===== src/rtl/rvtu_tag_ctrl.sv =====
// rvtu_tag_ctrl: controller for a 128-entry direct-mapped tag array.
// Does an invalidate sweep (after reset or on flush), lookups with a
// one-cycle SRAM read latency, and single-cycle fills.
//
// Request handshake: a request transfers in any cycle where req_valid
// and req_ready are both high. req_ready is high only in IDLE with no
// flush_start, and does not depend on req_valid. Responses carry no
// back-pressure: resp_valid is a single-cycle strobe.
module rvtu_tag_ctrl #(
  parameter int INIT_ON_RESET = 1
) (
  input  logic        clk,
  input  logic        rst_n,
  input  logic        req_valid,
  output logic        req_ready,
  input  logic        req_op,
  input  logic [31:0] req_addr,
  output logic        resp_valid,
  output logic        resp_hit,
  output logic [6:0]  resp_index,
  input  logic        flush_start,
  output logic        flush_busy,
  output logic [6:0]  sram_addr,
  output logic [21:0] sram_wdata,
  output logic        sram_wen,
  input  logic [21:0] sram_rdata,
  output logic [1:0]  dbg_state
);

  typedef enum logic [1:0] {
    SWEEP  = 2'd0,
    IDLE   = 2'd1,
    LOOKUP = 2'd2
  } state_t;

  state_t      r_state;
  logic [6:0]  r_cnt;
  logic [20:0] r_tag;
  logic [6:0]  r_idx;

  state_t      w_state_nxt;
  logic [6:0]  w_cnt_nxt;
  logic        w_lookup_acc;

  assign dbg_state = r_state;

  // State, sweep counter and captured lookup tag/index.
  always_ff @(posedge clk) begin
    if (!rst_n) begin
      r_state <= (INIT_ON_RESET != 0) ? SWEEP : IDLE;
      r_cnt   <= 7'd0;
      r_tag   <= 21'd0;
      r_idx   <= 7'd0;
    end else begin
      r_state <= w_state_nxt;
      r_cnt   <= w_cnt_nxt;
      if (w_lookup_acc) begin
        r_tag <= req_addr[31:11];
        r_idx <= req_addr[10:4];
      end
    end
  end

  // Next state and all outputs; anything with side effects is gated by
  // rst_n so nothing is written or reported while reset is held.
  always_comb begin
    w_state_nxt  = r_state;
    w_cnt_nxt    = r_cnt;
    w_lookup_acc = 1'b0;
    req_ready    = 1'b0;
    resp_valid   = 1'b0;
    resp_hit     = 1'b0;
    resp_index   = 7'd0;
    flush_busy   = 1'b0;
    sram_addr    = 7'd0;
    sram_wdata   = 22'd0;
    sram_wen     = 1'b0;
    case (r_state)
      SWEEP: begin
        flush_busy = 1'b1;
        sram_wen   = rst_n;
        sram_addr  = r_cnt;
        w_cnt_nxt  = r_cnt + 7'd1;
        if (r_cnt == 7'd127) w_state_nxt = IDLE;
      end
      IDLE: begin
        if (flush_start) begin
          // Flush takes priority; a same-cycle request is not accepted.
          w_cnt_nxt   = 7'd0;
          w_state_nxt = SWEEP;
        end else begin
          req_ready = rst_n;
          if (req_valid && rst_n) begin
            sram_addr = req_addr[10:4];
            if (req_op) begin
              sram_wdata = {1'b1, req_addr[31:11]};
              sram_wen   = 1'b1;
            end else begin
              w_lookup_acc = 1'b1;
              w_state_nxt  = LOOKUP;
            end
          end
        end
      end
      LOOKUP: begin
        // SRAM read data for the address presented last cycle is here now.
        resp_valid  = rst_n;
        resp_index  = rst_n ? r_idx : 7'd0;
        resp_hit    = rst_n && sram_rdata[21] && (sram_rdata[20:0] == r_tag);
        w_state_nxt = IDLE;
      end
      default: w_state_nxt = IDLE;
    endcase
  end

endmodule


===== config.mk =====
export PLATFORM = sky130hd
export DESIGN_NAME = rvtu_tag_ctrl
export DESIGN_NICKNAME = d
export VERILOG_FILES = /design/src/rtl/rvtu_tag_ctrl.sv
export SDC_FILE = /design/constraint.sdc
export NUM_CORES = 1
export LEC_CHECK = 0
export ABC_AREA = 1
export CORE_AREA = 3 3 78 80
export CTS_BUF_LIST = sky130_fd_sc_hd__clkbuf_8 sky130_fd_sc_hd__clkbuf_16
export DETAILED_ROUTE_END_ITERATION = 8
export DIE_AREA = 0 0 81 83
export GPL_ROUTABILITY_DRIVEN = 0
export GPL_TIMING_DRIVEN = 0
export HOLD_SLACK_MARGIN = 0.1
export MAX_ROUTING_LAYER = met4
export PLACE_DENSITY = 0.77
export RECOVER_POWER = 25
export SYNTH_ARGS = -nofsm -noshare
export SYNTH_HDL_FRONTEND = slang
export SYNTH_SLANG_ARGS = --single-unit

===== constraint.sdc =====
create_clock -name clk -period 1.4 [get_ports clk]
set_input_delay 0.14 -clock clk [delete_from_list [all_inputs] [get_ports clk]]
set_output_delay 0.14 -clock clk [all_outputs]
set_load 0.02 [all_outputs]

== Word level (Yosys, flattened, before mapping) ==
Index checks and enable logic that the tools add are counted.

* Add/subtract/negate cells: 1
* Equal/unequal tests: 8
* Muxes and demuxes: 29
* Reduce and logical (&&, ||, !) cells: 7

{| class="wikitable"
|+ Operators with widths
! operator !! count
|-
| 22-bit two-way mux || 4
|-
| 7-bit two-way mux || 5
|-
| 7-bit one-hot mux with 2 select lines || 2
|-
| 21-bit equality test || 1
|-
| 1-bit two-way mux || 12
|-
| 2-bit two-way mux || 4
|-
| 7-bit by 1-bit adder with 7-bit output, second input constant || 1
|-
| 7-bit equality test, second input constant || 1
|-
| 3-bit inequality test, second input constant || 2
|-
| 2-bit inequality test, second input constant || 2
|-
| 2-bit one-hot mux with 2 select lines || 1
|-
| 1-bit logical AND || 3
|-
| 3-bit AND reduction || 1
|-
| 2-bit by 1-bit equality test with 1-bit output, second input constant || 1
|-
| 2-bit equality test, second input constant || 1
|-
| 2-bit zero test || 1
|-
| 1-bit one-hot mux with 2 select lines || 1
|-
| 2-bit AND reduction || 1
|-
| 2-bit nonzero test || 1
|}

* Register bits after elaboration: 37
* Input port bits: 59
* Word-level logic and storage cells: 49

== Logic depth before layout (Yosys ltp) ==
* Word-level depth: 4
* Gate-level depth with buffers: 9

== Worst setup path before layout ==
OpenSTA, ideal clock, no wires.

* Path type: register to output
* From: register r_state[1], in the netlist dbg_state[1]
* To: output port sram_wen
* Arrival time: 1.509 ns
* Data required time: 1.260 ns
* Setup slack: -0.249 ns
* Stages on the path, launching flop included: 4
* Cells stage by stage: dfxtp_1 > nor2_2 > inv_1 > o21ai_0

* Word-level cells in the longest chain between the ends: 2

{| class="wikitable"
|+ Ends and longest elaborated chain
! element !! line !! text
|-
| start: declaration || 36 || <nowiki>state_t r_state;</nowiki>
|-
| start signal: assignment || 50 || <nowiki>r_state <= (INIT_ON_RESET != 0) ? SWEEP : IDLE;</nowiki>
|-
| start signal: assignment || 55 || <nowiki>r_state <= w_state_nxt;</nowiki>
|-
| 2-bit by 1-bit equality test with 1-bit output or 2-bit zero test (tied branches) || 78 || <nowiki>case (r_state)</nowiki>
|-
| 1-bit one-hot mux with 2 select lines (*) || 78 ||
|-
| end: declaration || 25 || <nowiki>output logic sram_wen,</nowiki>
|}

Mark *: on every way between the ends. The rest lies on a longest branch, timed or not.

== Worst setup path after layout ==
* From: register r_state[1], in the netlist dbg_state[1]
* To: output port sram_wdata[11]

* Word-level cells in the longest chain between the ends: 2

{| class="wikitable"
|+ Ends and longest elaborated chain
! element !! line !! text
|-
| 2-bit by 1-bit equality test with 1-bit output || 78 ||
|-
| 22-bit two-way mux || 78 ||
|-
| end: declaration || 24 || <nowiki>output logic [21:0] sram_wdata,</nowiki>
|}

Every way passes these cells.

==> impl_results.md <==
* Status: finished, violations left
* Min Hold Slack at approximately 0.14 ns
* GR Overflow Total at 0
* Hold depth at 3
* Element type at the critical path end: output pin
* Crit path required time at between 1 and 1.5 ns
* Cells after synthesis at about 350
* ANT cells at 0
* Cell taking the most area after synthesis: dfxtp_1
* Violated checks: setup timing
* First DRT Iteration DRCs at between 150 and 200
* Area of the core at 0.00547 mm²
* Unrepaired setup endpoints after global routing: yes
* # rows at 27
* Die area at a little under 0.007 mm²
* Largest net degree at the start of global routing at 14
* Startpoint types: register
* WL per Instance at 14.7 µm
* Final count of hold timing violations at 0
* Crit path DAT at 1.44 ns
* Antenna-violating nets left at 0
* Number of global-route vias before repair at 2488
* TritonCTS clock tree: done
* Hold buffers post-CTS at 0
* Max-cap check violation count at 0
* Worst Max-Slew Pin Slew at about 0.45 ns
* Root Driver: clkbuf_8
* Max-slew violations at 0
* Register bit total from synthesis at 37
* Netlist Area Pre-Place at 0.00219 mm²
* Top-Level Pins at 102
* Die Span X at 81 µm
* Area grow syn2layout at 78.8%
* Post-Route WL at 8000 µm
* Initial Util at between 30% and 40%
* Initial antenna violation count at 0
* First-pass GRT wire length at 11200 µm
* Max clock buf depth at 2
* Vias per cell at approximately 4.9
* CTS Sinks at 37
* Final setup fails at 44
* H-tree depth at 2
* Top Usage Layer GRT: met2
* LEAKAGE at 1.78 nW
* Clock Skews at roughly 0.0077 ns
* F_max at 631 MHz
* Maximum vdd drop at 0.000408 V
* Synth cell types at 31
* Vert. Die Dim at 83 µm
* Final net count at between 500 and 600
* Worst-skew pair later-pin latency at 0.30 ns
* Met1 GRT Util at 24.9%
* Yosys warnings at 0
* DR vias at 2688
* Syn_area_per_cell at between 6 and 7 µm²
* Post-Route Utilization at 71.5%
* Dpl ws at -0.854 ns
* Tmin final at 1.58 ns
* Crit path max fanout at 10
* 1st-pass router iterations at 5
* Share of the synthesized area in the top cell type at 33.8%
* Min-delay worst type: primary input to register
* CTS Buf Count at 5
* DRC at 0
* Final Total Pwr at 2.37 mW
* Share of cells above drive strength 1 at 30.0%
* Placed cell count at 517
* Worst-path clk slew at 0.07 ns
* Final HPWL DP at 5170 µm
* GRT met3 Usage at 4.34%
* R2R depth at 8
* Final Non-Filler Cells at 546
* Asr flop ratio synth at 0%
* Number of synthesized flops with an enable pin at 0
* Synthesized net count at about 410
* Register area share after synthesis at 33.8%
* Max_slew headroom at 70.2%
* Met2 usage at 37.0%
* Area contributors post-synth: dfxtp_1 34%, inv_1 14%, nand2_1 11%, nor2_1 8.4%, o21ai_0 8.2%
* Port Buffer Count at 96
* Period utilization at 113%
* Critical path class: register to output pin
* Total track usage at 21.4%
* Final WS setup at -0.184 ns
* Power density over cell area at 606 mW/mm²
* Most used DFF post-synth: dfxtp_1
==> cells by family after synthesis <==
group           after synthesis  synth area share (%)
simple gates                133                  25.8
buf+inv                      96                  18.8
compound gates               79                  19.8
flops                        37                  33.8
xor+xnor                      3                  1.20
fa+ha+maj                     1                 0.572
==> Yosys cell counts, types with 5 or more instances <==
cell type / n
nand3_1: 8
nand2_1: 66
nor2_1: 49
o32ai_1: 5
dfxtp_1: 37
a21oi_1: 31
o21ai_0: 36
inv_1: 82
==> cells in the final DEF, fill, tap and decap left out, types with 2 or more instances in the layout <==
cell type        netlist  final
nor2_2                 1     16
inv_2                  0      2
nand2_1               66     63
o21ai_2                1      2
clkbuf_16              0      3
buf_8                  1      5
nor2_4                 1     13
or2_2                  3      3
nor2_1                49     22
o32ai_2                0      2
o32ai_4                0      3
nand2_2                0      2
buf_4                  3     32
inv_1                 82     77
inv_4                  0      3
clkbuf_8               0      5
o21ai_0               36     28
nand3_4                0      2
dfxtp_4                0      2
nand2_4                1      2
o21ai_1                0      7
dfxtp_1               37     31
buf_12                 0      3
xnor2_1                3      3
dlygate4sd2_1          0      3
buf_6                  3     27
a21oi_1               31     31
nand3_1                8      7
clkbuf_1               2      2
o31ai_4                0      2
clkdlybuf4s50_1        0     52
dfxtp_2                0      4
==> cell type report <==
| type | count | area [µm²] |
|---|---|---|
| inverter | 83 | 320 |
| buffer | 13 | 160 |
| tap | 72 | 90.1 |
| timing repair buffer | 117 | 1160 |
| multi-input combinational | 216 | 1310 |
| clock buffer | 5 | 68.8 |
| clock inverter | 3 | 46.3 |
| fill | 444 | 1560 |
| sequential | 37 | 753 |
==> state kept, by name (all words and copies together) (netlist names) <==
| name | count |
|---|---|
| r_tag | 21 |
| r_cnt | 7 |
| dbg_state | 2 |
| r_idx | 7 |
==> where the power goes <==
group | switching [mW] | internal, mW | total, mW
Sequential | 0.0117 | 1.06 | 1.07
Combinational | 0.158 | 0.199 | 0.357
Clock | 0.414 | 0.533 | 0.948
Total | 0.584 | 1.79 | 2.37
==> final timing paths <==
kind	start	to	slack, ns
setup reg to reg	dbg_state[1]$_SDFFE_PN0P_	r_idx[4]$_SDFFE_PN0P_	-0.07
hold reg to reg	r_cnt[4]$_SDFFE_PN0P_	r_cnt[4]$_SDFFE_PN0P_	0.52
hold / removal	rst_n	r_tag[19]$_SDFFE_PN0P_	0.14
setup / recovery	dbg_state[1]$_SDFFE_PN0P_	sram_wdata[11]	-0.18
==> critical path, stage by stage (launching register included) <==
cell and delay (ns):
dfxtp_4 0.38, inv_4 0.07, nand3b_4 0.09, inv_2 0.08, nand3_4 0.12, buf_8 0.19
nor2_2 0.08, buf_4 0.14
==> layer usage <==
metal,vias to the layer above,part of all wire [%]
met5,-,0
met4,0,2.9
met3,21,8.2
met2,125,50
met1,1228,38
li1,1314,-
==> repair_timing <==
| item | 4_1_cts | 5_1_grt |
|---|---|---|
| gates resized for setup | 249 | 71 |
| buffers inserted | 8 | 8 |
| gates cloned | 0 | 5 |
| endpoints found under the setup margin | 43 | 64 |
| pin swaps | 1 | 2 |
==> metrics by stage <==
step / area (µm²) / setup TNS [ns]
floorplan: 2240 / -0.972
global placement: 3290 / -29.64
detailed placement: 3290 / -30.22
CTS: 3550 / -4.40
global route: 3910 / -8.32
finish: 3910 / -5.35
Note: power is estimated with default switching activity, not from simulation.
